**src/rtl/regfile_pkg.sv**
```systemverilog
// regfile_pkg: shared types for the register-file access controller.
// Holds the command opcodes, the controller state encoding and the
// register count of the 8x8 register file it drives.
package regfile_pkg;

    localparam int REG_COUNT = 8;

    typedef enum logic [1:0] {
        OP_WRITE = 2'b00,
        OP_READ  = 2'b01,
        OP_DUMP  = 2'b10,
        OP_CLEAR = 2'b11
    } op_t;

    // ST_VERIFY is only entered when REGFILE_CTRL_VERIFY_EN is defined.
    typedef enum logic [2:0] {
        ST_IDLE      = 3'd0,
        ST_WRITE     = 3'd1,
        ST_VERIFY    = 3'd2,
        ST_READ      = 3'd3,
        ST_RESP      = 3'd4,
        ST_DUMP_RD   = 3'd5,
        ST_DUMP_RESP = 3'd6,
        ST_CLEAR     = 3'd7
    } state_t;

endpackage

```
**src/rtl/regfile_ctrl.sv**
```systemverilog
// regfile_ctrl: command-driven initiator for the 8x8 register file.
// Turns write / read / dump / clear-all commands into register-file
// cycles and returns results on a response channel.
//
// Handshakes: a transfer happens on a rising edge where valid and ready
// are both 1. The sender holds valid and its payload stable until that
// edge; ready may depend on state but never on valid. cmd_ready is high
// only in IDLE (and not while clr is asserted); rsp_* stay frozen while
// rsp_valid is high and rsp_ready is low.
//
// Optional feature: define REGFILE_CTRL_VERIFY_EN to add a read-back
// VERIFY cycle after every write (rsp_data = read-back, rsp_err = 1 on
// mismatch). Without it rsp_err is tied 0 and writes echo their data.
module regfile_ctrl
    import regfile_pkg::*;
#(
    parameter int ADDR_W = 3,
    parameter int DATA_W = 8
) (
    input  logic              clk,
    input  logic              clr,
    input  logic              cmd_valid,
    output logic              cmd_ready,
    input  logic [1:0]        cmd_op,
    input  logic [ADDR_W-1:0] cmd_addr,
    input  logic [DATA_W-1:0] cmd_data,
    output logic              rsp_valid,
    input  logic              rsp_ready,
    output logic [ADDR_W-1:0] rsp_addr,
    output logic [DATA_W-1:0] rsp_data,
    output logic              rsp_last,
    output logic              rsp_err,
    output logic              busy,
    output logic              rf_en,
    output logic [ADDR_W-1:0] rf_wsel,
    output logic [DATA_W-1:0] rf_d,
    output logic [ADDR_W-1:0] rf_rsel,
    input  logic [DATA_W-1:0] rf_q
);

    localparam logic [ADDR_W-1:0] LAST_ADDR = ADDR_W'(REG_COUNT - 1);

    state_t            state;
    logic [ADDR_W-1:0] addr_q;
    logic [DATA_W-1:0] data_q;

`ifdef REGFILE_CTRL_VERIFY_EN
    logic rsp_err_q;
    assign rsp_err = rsp_err_q;
`else
    assign rsp_err = 1'b0;
`endif

    // Commands are taken only from IDLE; clr blocks acceptance in the same cycle.
    assign cmd_ready = (state == ST_IDLE) && !clr;
    assign busy      = (state != ST_IDLE);

    // Controller FSM with all register-file and response outputs registered.
    always_ff @(posedge clk) begin
        if (clr) begin
            state     <= ST_IDLE;
            addr_q    <= '0;
            data_q    <= '0;
            rsp_valid <= 1'b0;
            rsp_addr  <= '0;
            rsp_data  <= '0;
            rsp_last  <= 1'b0;
            rf_en     <= 1'b0;
            rf_wsel   <= '0;
            rf_d      <= '0;
            rf_rsel   <= '0;
`ifdef REGFILE_CTRL_VERIFY_EN
            rsp_err_q <= 1'b0;
`endif
        end else begin
            case (state)
                ST_IDLE: begin
                    // clr is low here, so cmd_valid alone means accept.
                    if (cmd_valid) begin
                        addr_q <= cmd_addr;
                        data_q <= cmd_data;
                        case (op_t'(cmd_op))
                            OP_WRITE: begin
                                rf_en   <= 1'b1;
                                rf_wsel <= cmd_addr;
                                rf_d    <= cmd_data;
                                state   <= ST_WRITE;
                            end
                            OP_READ: begin
                                rf_rsel <= cmd_addr;
                                state   <= ST_READ;
                            end
                            OP_DUMP: begin
                                rf_rsel <= '0;
                                state   <= ST_DUMP_RD;
                            end
                            OP_CLEAR: begin
                                rf_en   <= 1'b1;
                                rf_wsel <= '0;
                                rf_d    <= '0;
                                state   <= ST_CLEAR;
                            end
                            default: state <= ST_IDLE;
                        endcase
                    end
                end

                ST_WRITE: begin
                    // The register file takes the write at the end of this cycle.
                    rf_en   <= 1'b0;
                    rf_wsel <= '0;
                    rf_d    <= '0;
`ifdef REGFILE_CTRL_VERIFY_EN
                    rf_rsel <= addr_q;
                    state   <= ST_VERIFY;
`else
                    rsp_valid <= 1'b1;
                    rsp_addr  <= addr_q;
                    rsp_data  <= data_q;
                    rsp_last  <= 1'b1;
                    state     <= ST_RESP;
`endif
                end

`ifdef REGFILE_CTRL_VERIFY_EN
                ST_VERIFY: begin
                    // rf_q now reflects the freshly written register.
                    rsp_valid <= 1'b1;
                    rsp_addr  <= addr_q;
                    rsp_data  <= rf_q;
                    rsp_last  <= 1'b1;
                    rsp_err_q <= (rf_q != data_q);
                    state     <= ST_RESP;
                end
`endif

                ST_READ: begin
                    rsp_valid <= 1'b1;
                    rsp_addr  <= addr_q;
                    rsp_data  <= rf_q;
                    rsp_last  <= 1'b1;
                    state     <= ST_RESP;
                end

                ST_RESP: begin
                    if (rsp_ready) begin
                        rsp_valid <= 1'b0;
                        rsp_addr  <= '0;
                        rsp_data  <= '0;
                        rsp_last  <= 1'b0;
`ifdef REGFILE_CTRL_VERIFY_EN
                        rsp_err_q <= 1'b0;
`endif
                        state     <= ST_IDLE;
                    end
                end

                ST_DUMP_RD: begin
                    rsp_valid <= 1'b1;
                    rsp_addr  <= rf_rsel;
                    rsp_data  <= rf_q;
                    rsp_last  <= (rf_rsel == LAST_ADDR);
                    state     <= ST_DUMP_RESP;
                end

                ST_DUMP_RESP: begin
                    if (rsp_ready) begin
                        rsp_valid <= 1'b0;
                        rsp_addr  <= '0;
                        rsp_data  <= '0;
                        rsp_last  <= 1'b0;
                        // rf_rsel stops at the last register instead of wrapping.
                        if (rsp_last) begin
                            state <= ST_IDLE;
                        end else begin
                            rf_rsel <= rf_rsel + ADDR_W'(1);
                            state   <= ST_DUMP_RD;
                        end
                    end
                end

                ST_CLEAR: begin
                    if (rf_wsel == LAST_ADDR) begin
                        rf_en     <= 1'b0;
                        rf_wsel   <= '0;
                        rf_d      <= '0;
                        rsp_valid <= 1'b1;
                        rsp_addr  <= LAST_ADDR;
                        rsp_data  <= '0;
                        rsp_last  <= 1'b1;
                        state     <= ST_RESP;
                    end else begin
                        rf_wsel <= rf_wsel + ADDR_W'(1);
                    end
                end

                default: state <= ST_IDLE;
            endcase
        end
    end

endmodule

```
**config.mk**
```make
export PLATFORM = sky130hd
export DESIGN_NAME = regfile_ctrl
export DESIGN_NICKNAME = d
export VERILOG_FILES = /design/src/rtl/regfile_pkg.sv /design/src/rtl/regfile_ctrl.sv
export SDC_FILE = /design/constraint.sdc
export NUM_CORES = 1
export LEC_CHECK = 0
export ABC_AREA = 1
export BUFFER_PORTS_ARGS = -buffer_cell sky130_fd_sc_hd__buf_2
export CORE_ASPECT_RATIO = 1.2
export CORE_UTILIZATION = 49
export CTS_CLUSTER_SIZE = 10
export DETAILED_ROUTE_END_ITERATION = 8
export GPL_TIMING_DRIVEN = 0
export PLACE_DENSITY = 0.82
export SYNTH_ARGS = -nofsm -noshare
export SYNTH_HDL_FRONTEND = slang
export SYNTH_SLANG_ARGS = --single-unit
```
**constraint.sdc**
```tcl
create_clock -name clk -period 2.2 [get_ports clk]
set_input_delay 0 -clock clk [delete_from_list [all_inputs] [get_ports clk]]
set_output_delay 0 -clock clk [all_outputs]
set_load 0.02 [all_outputs]
```
Word level (Yosys, flattened, before mapping)
Index checks and enable logic that the tools add are counted.
{"block": "word_totals", "ff_bits": 42, "inputBits": 25}
{"block": "classes", "addsub": 2, "n_eq_ne": 20, "muxes": 32, "reduce_logical": 24}
{"op": "$mux W3", "n": 11}
{"op": "$pmux W8 S4", "n": 1}
{"op": "$mux W8", "n": 3}
{"op": "$pmux W3 S4", "n": 2}
{"op": "$pmux W8 S3", "n": 1}
{"op": "$eq A3 B3 Y1 const B", "n": 6}
{"op": "$pmux W3 S2", "n": 3}
{"op": "$pmux W3 S6", "n": 1}
{"op": "$pmux W8 S2", "n": 1}
{"op": "$ne A2 B2 Y1 const B", "n": 6}
{"op": "$reduce_and A3 Y1", "n": 4}
{"op": "$reduce_and A4 Y1", "n": 3}
{"op": "$pmux W3 S3", "n": 1}
{"op": "$reduce_bool A3 Y1", "n": 3}
{"op": "$reduce_bool A4 Y1", "n": 2}
{"op": "$reduce_or A2 Y1", "n": 4}
{"op": "$add A3 B1 Y3 const B", "n": 2}
{"op": "$ne A3 B1 Y1 const B", "n": 2}
{"op": "$pmux W1 S3", "n": 2}
{"op": "$mux W1", "n": 5}
{"op": "$reduce_and A5 Y1", "n": 1}
{"op": "$eq A2 B2 Y1 const B", "n": 2}
{"op": "$pmux W1 S4", "n": 1}
{"op": "$eq A3 B1 Y1 const B", "n": 1}
{"op": "other kinds (10)", "n": 10}

Depth between registers and ports, before layout
{"block": "depth", "ltp_word": 5, "depth_mapped": 11, "mapped_depth_nobuf": 10}

Least setup slack after synthesis
Ideal clock, no wire load.
{"block": "synth_path", "kind": "reg2reg", "start": "reg rf_wsel[0]", "end": "reg rf_d[0]", "path_buffers": 1, "setup_slack_ns": 0.640, "required_time_ns": 2.087, "synth_period_minus_slack_ns": 1.560, "path_stages_with_launch": 12, "arrival_time_ns": 1.448, "path_cell_list": "dfxtp_1 -> ha_1 -> ha_1 -> inv_1 -> nand4_2 -> nand2_1 -> inv_2 -> nand3_4 -> buf_6 -> nand2_1 -> nand2_1 -> nor2_1"}
{"block": "synth_between", "elab_chain_len": 3}
{"element": "start, declared", "line_no": "regfile_ctrl.sv:35", "rtl": "output logic [ADDR_W-1:0] rf_wsel,"}
{"element": "start signal, assigned", "line_no": "regfile_ctrl.sv:85", "rtl": "rf_wsel <= cmd_addr;"}
{"element": "start signal, assigned", "line_no": "regfile_ctrl.sv:193", "rtl": "rf_wsel <= rf_wsel + ADDR_W'(1);"}
{"element": "$eq A3 B3 Y1", "line_no": "regfile_ctrl.sv:183", "rtl": "if (rf_wsel == LAST_ADDR) begin"}
{"element": "$ne A2 B2 Y1 (no line)"}
{"element": "$reduce_and A4 Y1 (no line)"}
{"element": "end signal, assigned", "line_no": "regfile_ctrl.sv:86", "rtl": "rf_d <= cmd_data;"}
{"element": "end, declared", "line_no": "regfile_ctrl.sv:36", "rtl": "output logic [DATA_W-1:0] rf_d,"}
No other way between the ends.
A chain may end at the register's enable or synchronous reset.

Worst setup path in the final report
{"block": "layout_path", "start": "reg state[0]", "end": "reg addr_q[2]"}
{"block": "layout_between", "elab_chain_len": 2}
{"element": "start, declared", "line_no": "regfile_ctrl.sv:43", "rtl": "state_t state;"}
{"element": "start signal, assigned", "line_no": "regfile_ctrl.sv:61", "rtl": "state <= ST_IDLE;"}
{"element": "start signal, assigned", "line_no": "regfile_ctrl.sv:87", "rtl": "state <= ST_WRITE;"}
{"element": "start signal, assigned", "line_no": "regfile_ctrl.sv:91", "rtl": "state <= ST_READ;"}
{"element": "$logic_not A3 Y1", "line_no": "regfile_ctrl.sv:76", "rtl": "case (state)"}
{"element": "$reduce_and A2 Y1 (no line)"}
{"element": "end signal, assigned", "line_no": "regfile_ctrl.sv:80", "rtl": "addr_q <= cmd_addr;"}
{"element": "end, declared", "line_no": "regfile_ctrl.sv:44", "rtl": "logic [ADDR_W-1:0] addr_q;"}
No other way between the ends.

==> results by group <==
Critical path
  • Launching element of the worst setup path: state[0]
  • Slowest cell on the critical path: sky130_fd_sc_hd__dlygate4sd3_1
  • Launching element type of the critical path: flip-flop
  • Cell chain of the critical path: buf_6 -> inv_2 -> nand2_4 -> nor2_8 -> nand2_2 -> nand2_1 -> a21oi_1 -> dlygate4sd3_1
  • Req. time, crit path: roughly 2400 ps
  • Type of the worst setup path: reg -> reg
  • Crit Path Max Fanout: 10
  • Maximum cell stage delay along the critical path: 550 ps
  • Element type at the critical path end: flip-flop
  • Signal arrival time at the worst endpoint: 1900 ps
  • R2r startpoint: state[0]

Detailed routing
  • Wire length after detailed routing: 5.336 mm
  • Number of DRC markers in iteration 0: 113
  • Total vias in the final route: approximately 2.3k
  • DRC violation count after routing: 0
  • Mean routed wirelength per cell: about 11 µm
  • Count of antenna-violating nets left after detailed routing: 0
  • Routed via count divided by cell count: 4.833
  • Initial DRT Pass Iterations: 5

Layout
  • Commonest cells after routing, fill and taps aside: 72 x sky130_fd_sc_hd__nand2_1, 68 x sky130_fd_sc_hd__nor2_1, 56 x sky130_fd_sc_hd__buf_2, 49 x sky130_fd_sc_hd__inv_1, 42 x sky130_fd_sc_hd__dfxtp_1
  • # fillers: ~430
  • Util after Layout: 0.6418
  • Growth of design area from synthesis to finish: 21.99%
  • Final std cell area, no fill: 2798 µm²
  • Final layout net count: 449
  • Antenna diodes: 0
  • Final Non-Filler Cells: about 470
  • Layout cells sized above 1: 0.2067
  • Leading cell type in the layout, fill and taps excluded: sky130_fd_sc_hd__nand2_1

Worst hold path
  • Type of the worst min-delay path: in -> reg
  • Hold Startpoint: cmd_data[4]

Clocking
  • Root cell of the clock tree: sky130_fd_sc_hd__clkbuf_8
  • Clock latency on the worst-skew pair: 300 ps
  • Inserted Clock Buffers: 5
  • CTS sink cnt: 42
  • Number of H-tree levels: 2
  • Clock transition at the registers of the reported paths: 90 ps
  • Number of buffers inserted by post-CTS setup repair: 0
  • Count of instances resized after the clock tree is built: 0
  • Clock tree buffer depth: 2
  • TritonCTS clock tree: built

Global routing
  • Number of global-route vias before repair: 2,072
  • Most Crowded Layer GR: met2
  • Total gr overflow: 0
  • Global routing met3 resource utilization: 0.05804
  • Wire length of the first global-routing pass: 8.776 mm
  • Met2 Track Usage GR: 0.3758
  • Maximum number of pins on one net before global-route repair: 16
  • Initial antenna violation count: 0
  • Routing usage on met1: 0.2592
  • Overall Global Routing Usage: 0.2260

Placement
  • Post-detail-place hpwl: 3.994 mm
  • Total placed cells including tap cells: approximately 460
  • Count of buffers inserted at the top-level ports: 54
  • RD Place Congestion: 0.9910
  • Area post-placement: 2634 µm²
  • Worst slack, placed: 555.9 ps

Synth
  • Yosys top cell area share: 0.3666
  • Post-synthesis sequential element count: 42
  • Proportion of register bits with asynchronous set or reset after synthesis: 0
  • Cells after Synth: around 350
  • Netlist cell types: 26
  • Sequential fraction of the synthesis area: 0.3666
  • Count of flip-flops with a built-in enable after synthesis: 0
  • Leading area contributor after synthesis: sky130_fd_sc_hd__dfxtp_1
  • Most area-consuming cells after synthesis: sky130_fd_sc_hd__dfxtp_1 37%, sky130_fd_sc_hd__nand2_1 12%, sky130_fd_sc_hd__nor2_1 11%, sky130_fd_sc_hd__inv_1 8.0%, sky130_fd_sc_hd__o21ai_0 7.4%
  • Number of nets produced by synthesis: 381
  • Primary FF master, synth: sky130_fd_sc_hd__dfxtp_1
  • Post-synthesis area per instance: 6.609 µm²
  • Number of warning messages in the yosys log: 0
  • Summed instance area of the synthesized netlist: 2293 µm²

STA
  • Final hold violation count: 0
  • Final Max Tran Viols: 0
  • Relative slew slack: 0.6611
  • Maximum frequency from static timing analysis: approximately 590 MHz
  • Final setup margin: about 490 ps
  • Crit share post-route: 0.7751
  • Fin crit period: 1705 ps
  • Layout Skew: about 3.8 ps
  • Final setup TNS: 0 ps
  • Setup violators final: 0
  • Slew at the pin closest to its max-slew limit: 506.5 ps
  • Unrepaired setup endpoints after global routing: false

Pwr
  • Power density over the cells: 1456 nW/µm²
  • Leakage power summed over all cells: 1.499 nW
  • Peak supply drop: 0.9673 mV

Die
  • Floorplan die height: 76.95 µm
  • Die outline area: 4959 µm²
  • Starting density of the core: 0.5261
  • Core Area: 4359 µm²
  • Die width: 64.46 µm
  • Total number of placement rows: 26
  • Number of top-level pins: 56

Flow run
  • Number of max-cap violations: 0

Outcome
  • Status: finished clean
==> layer usage <==
layer  vias to the layer above  routed length (µm)
met5                         -                   0
met4                         0                 141
met3                        10                 282
met2                        78                2575
met1                       985                2337
li1                       1208                   -
==> critical path, delay by kind of cell (launching register included) <==
family / cells / cell delay [ps]
AOI/OAI and AO/OA: 1 / 60
buffers and inverters: 3 / 770
DFF: 1 / 320
and+or+nand+nor: 4 / 450
==> flip-flops by register name (all words and copies together), names as in the netlist <==
signal / cells
rsp_valid: 1
rsp_addr: 3
rf_en: 1
addr_q: 3
rf_rsel: 3
rsp_data: 8
rf_wsel: 3
data_q: 8
rsp_last: 1
state: 3
rf_d: 8
==> worst paths after layout <==
kind	to	slack [ps]	depth (start not counted)
worst min-delay path	data_q[4]	10	3
worst max-delay path	addr_q[2]	490	8
worst max register to register	addr_q[2]	490	8
worst min register to register	data_q[0]	450	2
==> where the power goes <==
part           switching, W  internal, W
Sequential         0.000172      0.00107
Combinational       0.00152     0.000788
Clock              0.000292     0.000229
Total               0.00199      0.00208
==> through the flow <==
step	total power [W]	hold WS, ps
finish	0.004073	13.56
global route	0.004431	18.53
CTS	0.004090	1.520
detailed placement	0.003537	214.3
global placement	0.003479	215.8
floorplan	0.002976	69.07
==> final cells by class <==
class                      count  area (µm²)  share of cell area
tap                           56       70.07             0.02504
inverter                      55       211.5             0.07558
timing repair buffer          61       340.3              0.1216
multi-input combinational    238        1164              0.4159
sequential                    42       840.8              0.3005
clock buffer                   5       68.82             0.02460
clock inverter                 3       25.02            0.008945
buffer                        12       77.57             0.02773
==> Yosys cell counts (3+ instances only) <==
cell	count
sky130_fd_sc_hd__buf_4	4
sky130_fd_sc_hd__nand3_1	17
sky130_fd_sc_hd__clkbuf_1	3
sky130_fd_sc_hd__a21oi_1	20
sky130_fd_sc_hd__nand4_1	3
sky130_fd_sc_hd__nand2_1	72
sky130_fd_sc_hd__dfxtp_1	42
sky130_fd_sc_hd__inv_2	4
sky130_fd_sc_hd__nor2_1	68
sky130_fd_sc_hd__o21ai_1	3
sky130_fd_sc_hd__o21ai_0	34
sky130_fd_sc_hd__inv_1	49
sky130_fd_sc_hd__ha_1	9
==> cell families (layout without fill, tap and decap cells) <==
family,Yosys count,after routing,synth area share
and+or+nand+nor,170,170,0.3290
buffers and inverters,67,136,0.1260
AOI/OAI and AO/OA,58,58,0.1277
DFF,42,42,0.3666
adders and majority gates,9,9,0.04910
other,1,1,0.001635
==> what timing repair did <==
action / 4_1_cts / 5_1_grt
endpoints found under the setup margin: 0 / 0
endpoints found under the hold margin: 6 / 0
hold buffers: 7 / 0
No activity file was read; power rests on OpenSTA's default activity.
